--- config.mk ---
export PLATFORM = sky130hd
export DESIGN_NAME = pipe_hazard_ctrl
export DESIGN_NICKNAME = d
export VERILOG_FILES = /design/src/rtl/pipe_hazard_ctrl.sv
export SDC_FILE = /design/constraint.sdc
export NUM_CORES = 1
export LEC_CHECK = 0
export ABC_AREA = 1
export BUFFER_PORTS_ARGS = -buffer_cell sky130_fd_sc_hd__buf_2
export CORE_MARGIN = 8
export CORE_UTILIZATION = 50
export DETAILED_ROUTE_END_ITERATION = 16
export PLACE_DENSITY_LB_ADDON = 0.08
export SKIP_CTS_REPAIR_TIMING = 1
export SLEW_MARGIN = 10
export SYNTH_ARGS = -nofsm -noshare
export SYNTH_HDL_FRONTEND = slang
export SYNTH_SLANG_ARGS = --single-unit
--- constraint.sdc ---
create_clock -name clock -period 2.8 [get_ports clock]
set_input_delay 0.14 -clock clock [delete_from_list [all_inputs] [get_ports clock]]
set_output_delay 0.14 -clock clock [all_outputs]
set_load 0.005 [all_outputs]
--- src/rtl/pipe_hazard_ctrl.sv ---
// Hazard/sequencing controller for the 5-stage ASIP pipeline: operand forwarding, load-use
// stalls, taken-branch flushes and the stall/bubble sequence around the multi-cycle unit in EX.
module pipe_hazard_ctrl #(
    parameter int unsigned RW_W       = 5,
    parameter int unsigned MC_MAX_CYC = 255,
    parameter int unsigned CNT_W      = 8
) (
    input  logic            clock,
    input  logic            reset,
    input  logic [RW_W-1:0] rs1_id,
    input  logic [RW_W-1:0] rs2_id,
    input  logic [RW_W-1:0] rs1_ex,
    input  logic [RW_W-1:0] rs2_ex,
    input  logic [RW_W-1:0] rw_ex,
    input  logic            wr_en_ex,
    input  logic            wd_sel_ex,
    input  logic [RW_W-1:0] rw_mem,
    input  logic            wr_en_mem,
    input  logic [RW_W-1:0] rw_wb,
    input  logic            wr_en_wb,
    input  logic            branch_taken_ex,
    input  logic            mc_start_ex,
    input  logic            mc_done,
    output logic            mc_req,
    output logic            stall_if,
    output logic            stall_id,
    output logic            stall_ex,
    output logic            flush_id,
    output logic            flush_ex,
    output logic            flush_mem,
    output logic [1:0]      fwd_a,
    output logic [1:0]      fwd_b,
    output logic            mc_timeout
);

    typedef enum logic [1:0] {IDLE, BUSY, DONE} state_t;

    state_t           state_q;
    logic [CNT_W-1:0] cnt_q;
    logic             mc_req_q;
    logic             mc_timeout_q;
    logic             load_use;
    logic             mc_hold;

    // MEM result is younger than WB, so it wins when both match.
    function automatic logic [1:0] fwd_sel(
        input logic [RW_W-1:0] src,
        input logic [RW_W-1:0] dst_mem,
        input logic            en_mem,
        input logic [RW_W-1:0] dst_wb,
        input logic            en_wb
    );
        if (src == '0)                    return 2'b00;
        else if (en_mem && dst_mem == src) return 2'b01;
        else if (en_wb && dst_wb == src)   return 2'b10;
        else                               return 2'b00;
    endfunction

    always_ff @(posedge clock) begin
        if (reset) begin
            state_q      <= IDLE;
            cnt_q        <= '0;
            mc_req_q     <= 1'b0;
            mc_timeout_q <= 1'b0;
        end else begin
            case (state_q)
                IDLE: begin
                    mc_req_q <= 1'b0;
                    if (mc_start_ex) begin
                        state_q  <= BUSY;
                        cnt_q    <= '0;
                        mc_req_q <= 1'b1;
                    end
                end
                BUSY: begin
                    mc_req_q <= 1'b0;
                    cnt_q    <= cnt_q + CNT_W'(1);
                    if (mc_done) begin
                        state_q <= DONE;
                    end else if (cnt_q == CNT_W'(MC_MAX_CYC - 1)) begin
                        mc_timeout_q <= 1'b1;
                        state_q      <= DONE;
                    end
                end
                DONE: begin
                    mc_req_q <= 1'b0;
                    state_q  <= IDLE;
                end
                default: begin
                    mc_req_q <= 1'b0;
                    state_q  <= IDLE;
                end
            endcase
        end
    end

    assign mc_req     = mc_req_q;
    assign mc_timeout = mc_timeout_q;

    assign load_use = wr_en_ex && wd_sel_ex && (rw_ex != '0) &&
                      ((rw_ex == rs1_id) || (rw_ex == rs2_id));
    assign mc_hold  = (state_q == BUSY) || ((state_q == IDLE) && mc_start_ex);

    // Priority: multi-cycle sequencing, then branch flush, then load-use bubble.
    always_comb begin
        stall_if  = 1'b0;
        stall_id  = 1'b0;
        stall_ex  = 1'b0;
        flush_id  = 1'b0;
        flush_ex  = 1'b0;
        flush_mem = 1'b0;
        fwd_a     = 2'b00;
        fwd_b     = 2'b00;
        if (!reset) begin
            fwd_a = fwd_sel(rs1_ex, rw_mem, wr_en_mem, rw_wb, wr_en_wb);
            fwd_b = fwd_sel(rs2_ex, rw_mem, wr_en_mem, rw_wb, wr_en_wb);
            if (mc_hold) begin
                stall_if  = 1'b1;
                stall_id  = 1'b1;
                stall_ex  = 1'b1;
                flush_mem = 1'b1;
            end else if ((state_q == IDLE) && branch_taken_ex) begin
                flush_id = 1'b1;
                flush_ex = 1'b1;
            end else if ((state_q == IDLE) && load_use) begin
                stall_if = 1'b1;
                stall_id = 1'b1;
                flush_ex = 1'b1;
            end
        end
    end

    a_no_mc_with_branch: assert property (@(posedge clock) disable iff (reset)
        !(mc_start_ex && branch_taken_ex));

endmodule

==> reports/results.ini <==
[die]
chipHeight_um = 64.8
die-width_um = 64.8
boundaryPins = 56
core_region_area_sq_um = 2230
die_area_sq_um = 4200
initial_core_util = 0.533
num_rows = 17

[timing]
slew_violations = 0
setup_viol = 0
tns_ps = 0
finalCriticalPeriod_ps = 1500
relSlewSlack = 0.818
rsz0062_at_grt = no
fin_crit_sh = 0.535
hold_viol = 0
max_freq_ghz = 0.667
finClkSkew_ps = 2.75
setup_ws_ps = 1300
worstMarginPinSlew_ps = 272
holdWs_ps = 127

[setup_path]
crit_path_max_fanout = 4
timing.rr.start = cnt_q[1]$_SDFFE_PP0P_
cp.arrival_ps = 1360
timing.rr.end = state_q[0]$_SDFFE_PP0P_
path_class = reg -> out
ff2ff_path_depth = 6
required_ps = 2660
r2r_slack_ps = 1590
cp-start-kind = flop
end_kind = output pin

[power_and_ir_drop]
power.leakage_nw = 0.874
irDropWorstVdd_mv = 0.305
p_per_area_nw_per_um2 = 280

[final_layout]
final_util = 0.676
fill_cells = 240
multi_input_area_sq_um = 767
seqCellArea_sq_um = 240
diodes = 0
syn_to_final_growth_pct = 26.7
drive_gt1_frac = 0.257
fin_cells = 296
final_nets = 316

[global_route]
track_usage = 0.158
grt_overflow_total = 0
grt_max_degree = 8
grt_pass1_vias = 1337
grt_first_pass_wirelength_um = 5500
antenna_found_initial = 0

[synth]
async_flop_share = 0
synth_area_sq_um = 1190
synth_cell_types = 29
ys_warn_count = 0
synthTopCellsByArea = dfxtp_1, nand2_1, inv_1
synth_edf_count = 0
synth-main-ff-cell = dfxtp_1
yosysTopAreaCell = dfxtp_1
synth_top_area_share = 0.202
synth_area_per_cell_sq_um = 5.62
synth-seq-cells = 12
syn_nets = 258
synthCells = 212
synth_commonest_cells = nand2_1, inv_1, nor2_1, dfxtp_1, nand3_1
seq_area_frac_synth = 0.202
yosys.cell_count.top_type = nand2_1

[placement]
gp_congestion = 0.941
place_inst = 293
detailedPlace.worstSlack_ps = 1610
portBuffers = 55
post-dp-hpwl_um = 2850

[clock_network]
cts_buffers = 3
clock_sinks = 12
cts_tree = yes
clk_latency_ps = 270
clkTransAtPathRegs_ps = 70
cts.root.buffer_cell = clkbuf_4
cts_htree_levels = 1
clockBufferDepth = 2

[detailed_routing]
vias = 1418
dr.first_iter.drc_count = 53
first_pass_iters = 4
routedWlPerCell_um = 11.1
ant_nets = 0
drc = 0
totalWireLength_um = 3280
avgViaCountPerCell = 4.79

[status]
status = complete, no violations

[hold_path]
hp-start = reset
hold_path.class = in -> reg
whs_endpoint = cnt_q[7]$_SDFFE_PP0P_
whs_path_depth = 2

[job]
max_cap_violations = 0

[how the worst max path moves through the flow]
stage,start,end,slack [ps],cells past startpoint
3_5_place_dp,state_q[0]$_SDFFE_PP0P_,flush_ex,1610,7
2_1_floorplan,state_q[0]$_SDFFE_PP0P_,stall_if,1710,8
4_1_cts,state_q[0]$_SDFFE_PP0P_,flush_ex,1290,7
3_3_place_gp,state_q[0]$_SDFFE_PP0P_,stall_if,1590,7
5_1_grt,state_q[0]$_SDFFE_PP0P_,flush_ex,1100,7
6_report,state_q[0]$_SDFFE_PP0P_,flush_ex,1300,7
[flip-flops by register name (all words and copies together) (netlist names)]
signal / count
mc_req: 1
mc_timeout: 1
cnt_q: 8
state_q: 2
[kinds of logic (layout without fill, tap and decap cells)]
family                     count (synthesis)  in the layout  share of synthesized area
AOI/OAI and AO/OA                         22             22                      0.115
and+or+nand+nor                          120            120                      0.442
DFF                                       12             12                      0.202
buffers and inverters                     47            103                      0.154
xor gates and xnor gates                   9              9                     0.0662
adders and majority gates                  2              2                     0.0210
[worst max-delay path: stages, from the launching register on]
cell and delay (ps):
dfxtp_1 350, nor2_1 140, nand2_1 100, nand2_1 150
inv_1 100, nand2_1 80, nand2_1 50, buf_2 120
[per-layer routing]
metal | wire length (um) | global-route usage
met1 | 1450 | 0.187
met2 | 1490 | 0.257
met3 | 325 | 0.0704
met4 | 10 | 0.0354
met5 | 0 | 0
[cells in the final DEF, fill, tap and decap left out, types with 2 or more instances in the layout]
cell / n
nor3_1: 7
xnor2_1: 8
a21oi_1: 10
nand2_2: 2
nand4_1: 4
inv_2: 2
nor2_1: 33
nand2_1: 55
inv_1: 43
dfxtp_1: 12
nand3_1: 11
clkbuf_4: 3
o21ai_0: 4
buf_2: 55
ha_1: 2
o22ai_1: 3
[metrics by stage]
| stage | instance area (sq um) | total power, mW |
|---|---|---|
| CTS | 1510 | 0.425 |
| global route | 1510 | 0.452 |
| floorplan | 1190 | 0.258 |
| global placement | 1490 | 0.319 |
| detailed placement | 1490 | 0.321 |
| finish | 1510 | 0.422 |
[final cells by class]
cell class | count | area share
Sequential cell | 12 | 0.159
Timing Repair Buffer | 55 | 0.182
Inverter | 45 | 0.112
Tap cell | 28 | 0.0232
Clock buffer | 3 | 0.0149
Multi-Input combinational cell | 153 | 0.508
[where the power goes]
| part | internal, mW | switching, mW |
|---|---|---|
| logic | 0.0617 | 0.0778 |
| clock network | 0.0498 | 0.0553 |
| registers | 0.174 | 0.00359 |
Note: power is estimated with default switching activity, not from simulation.
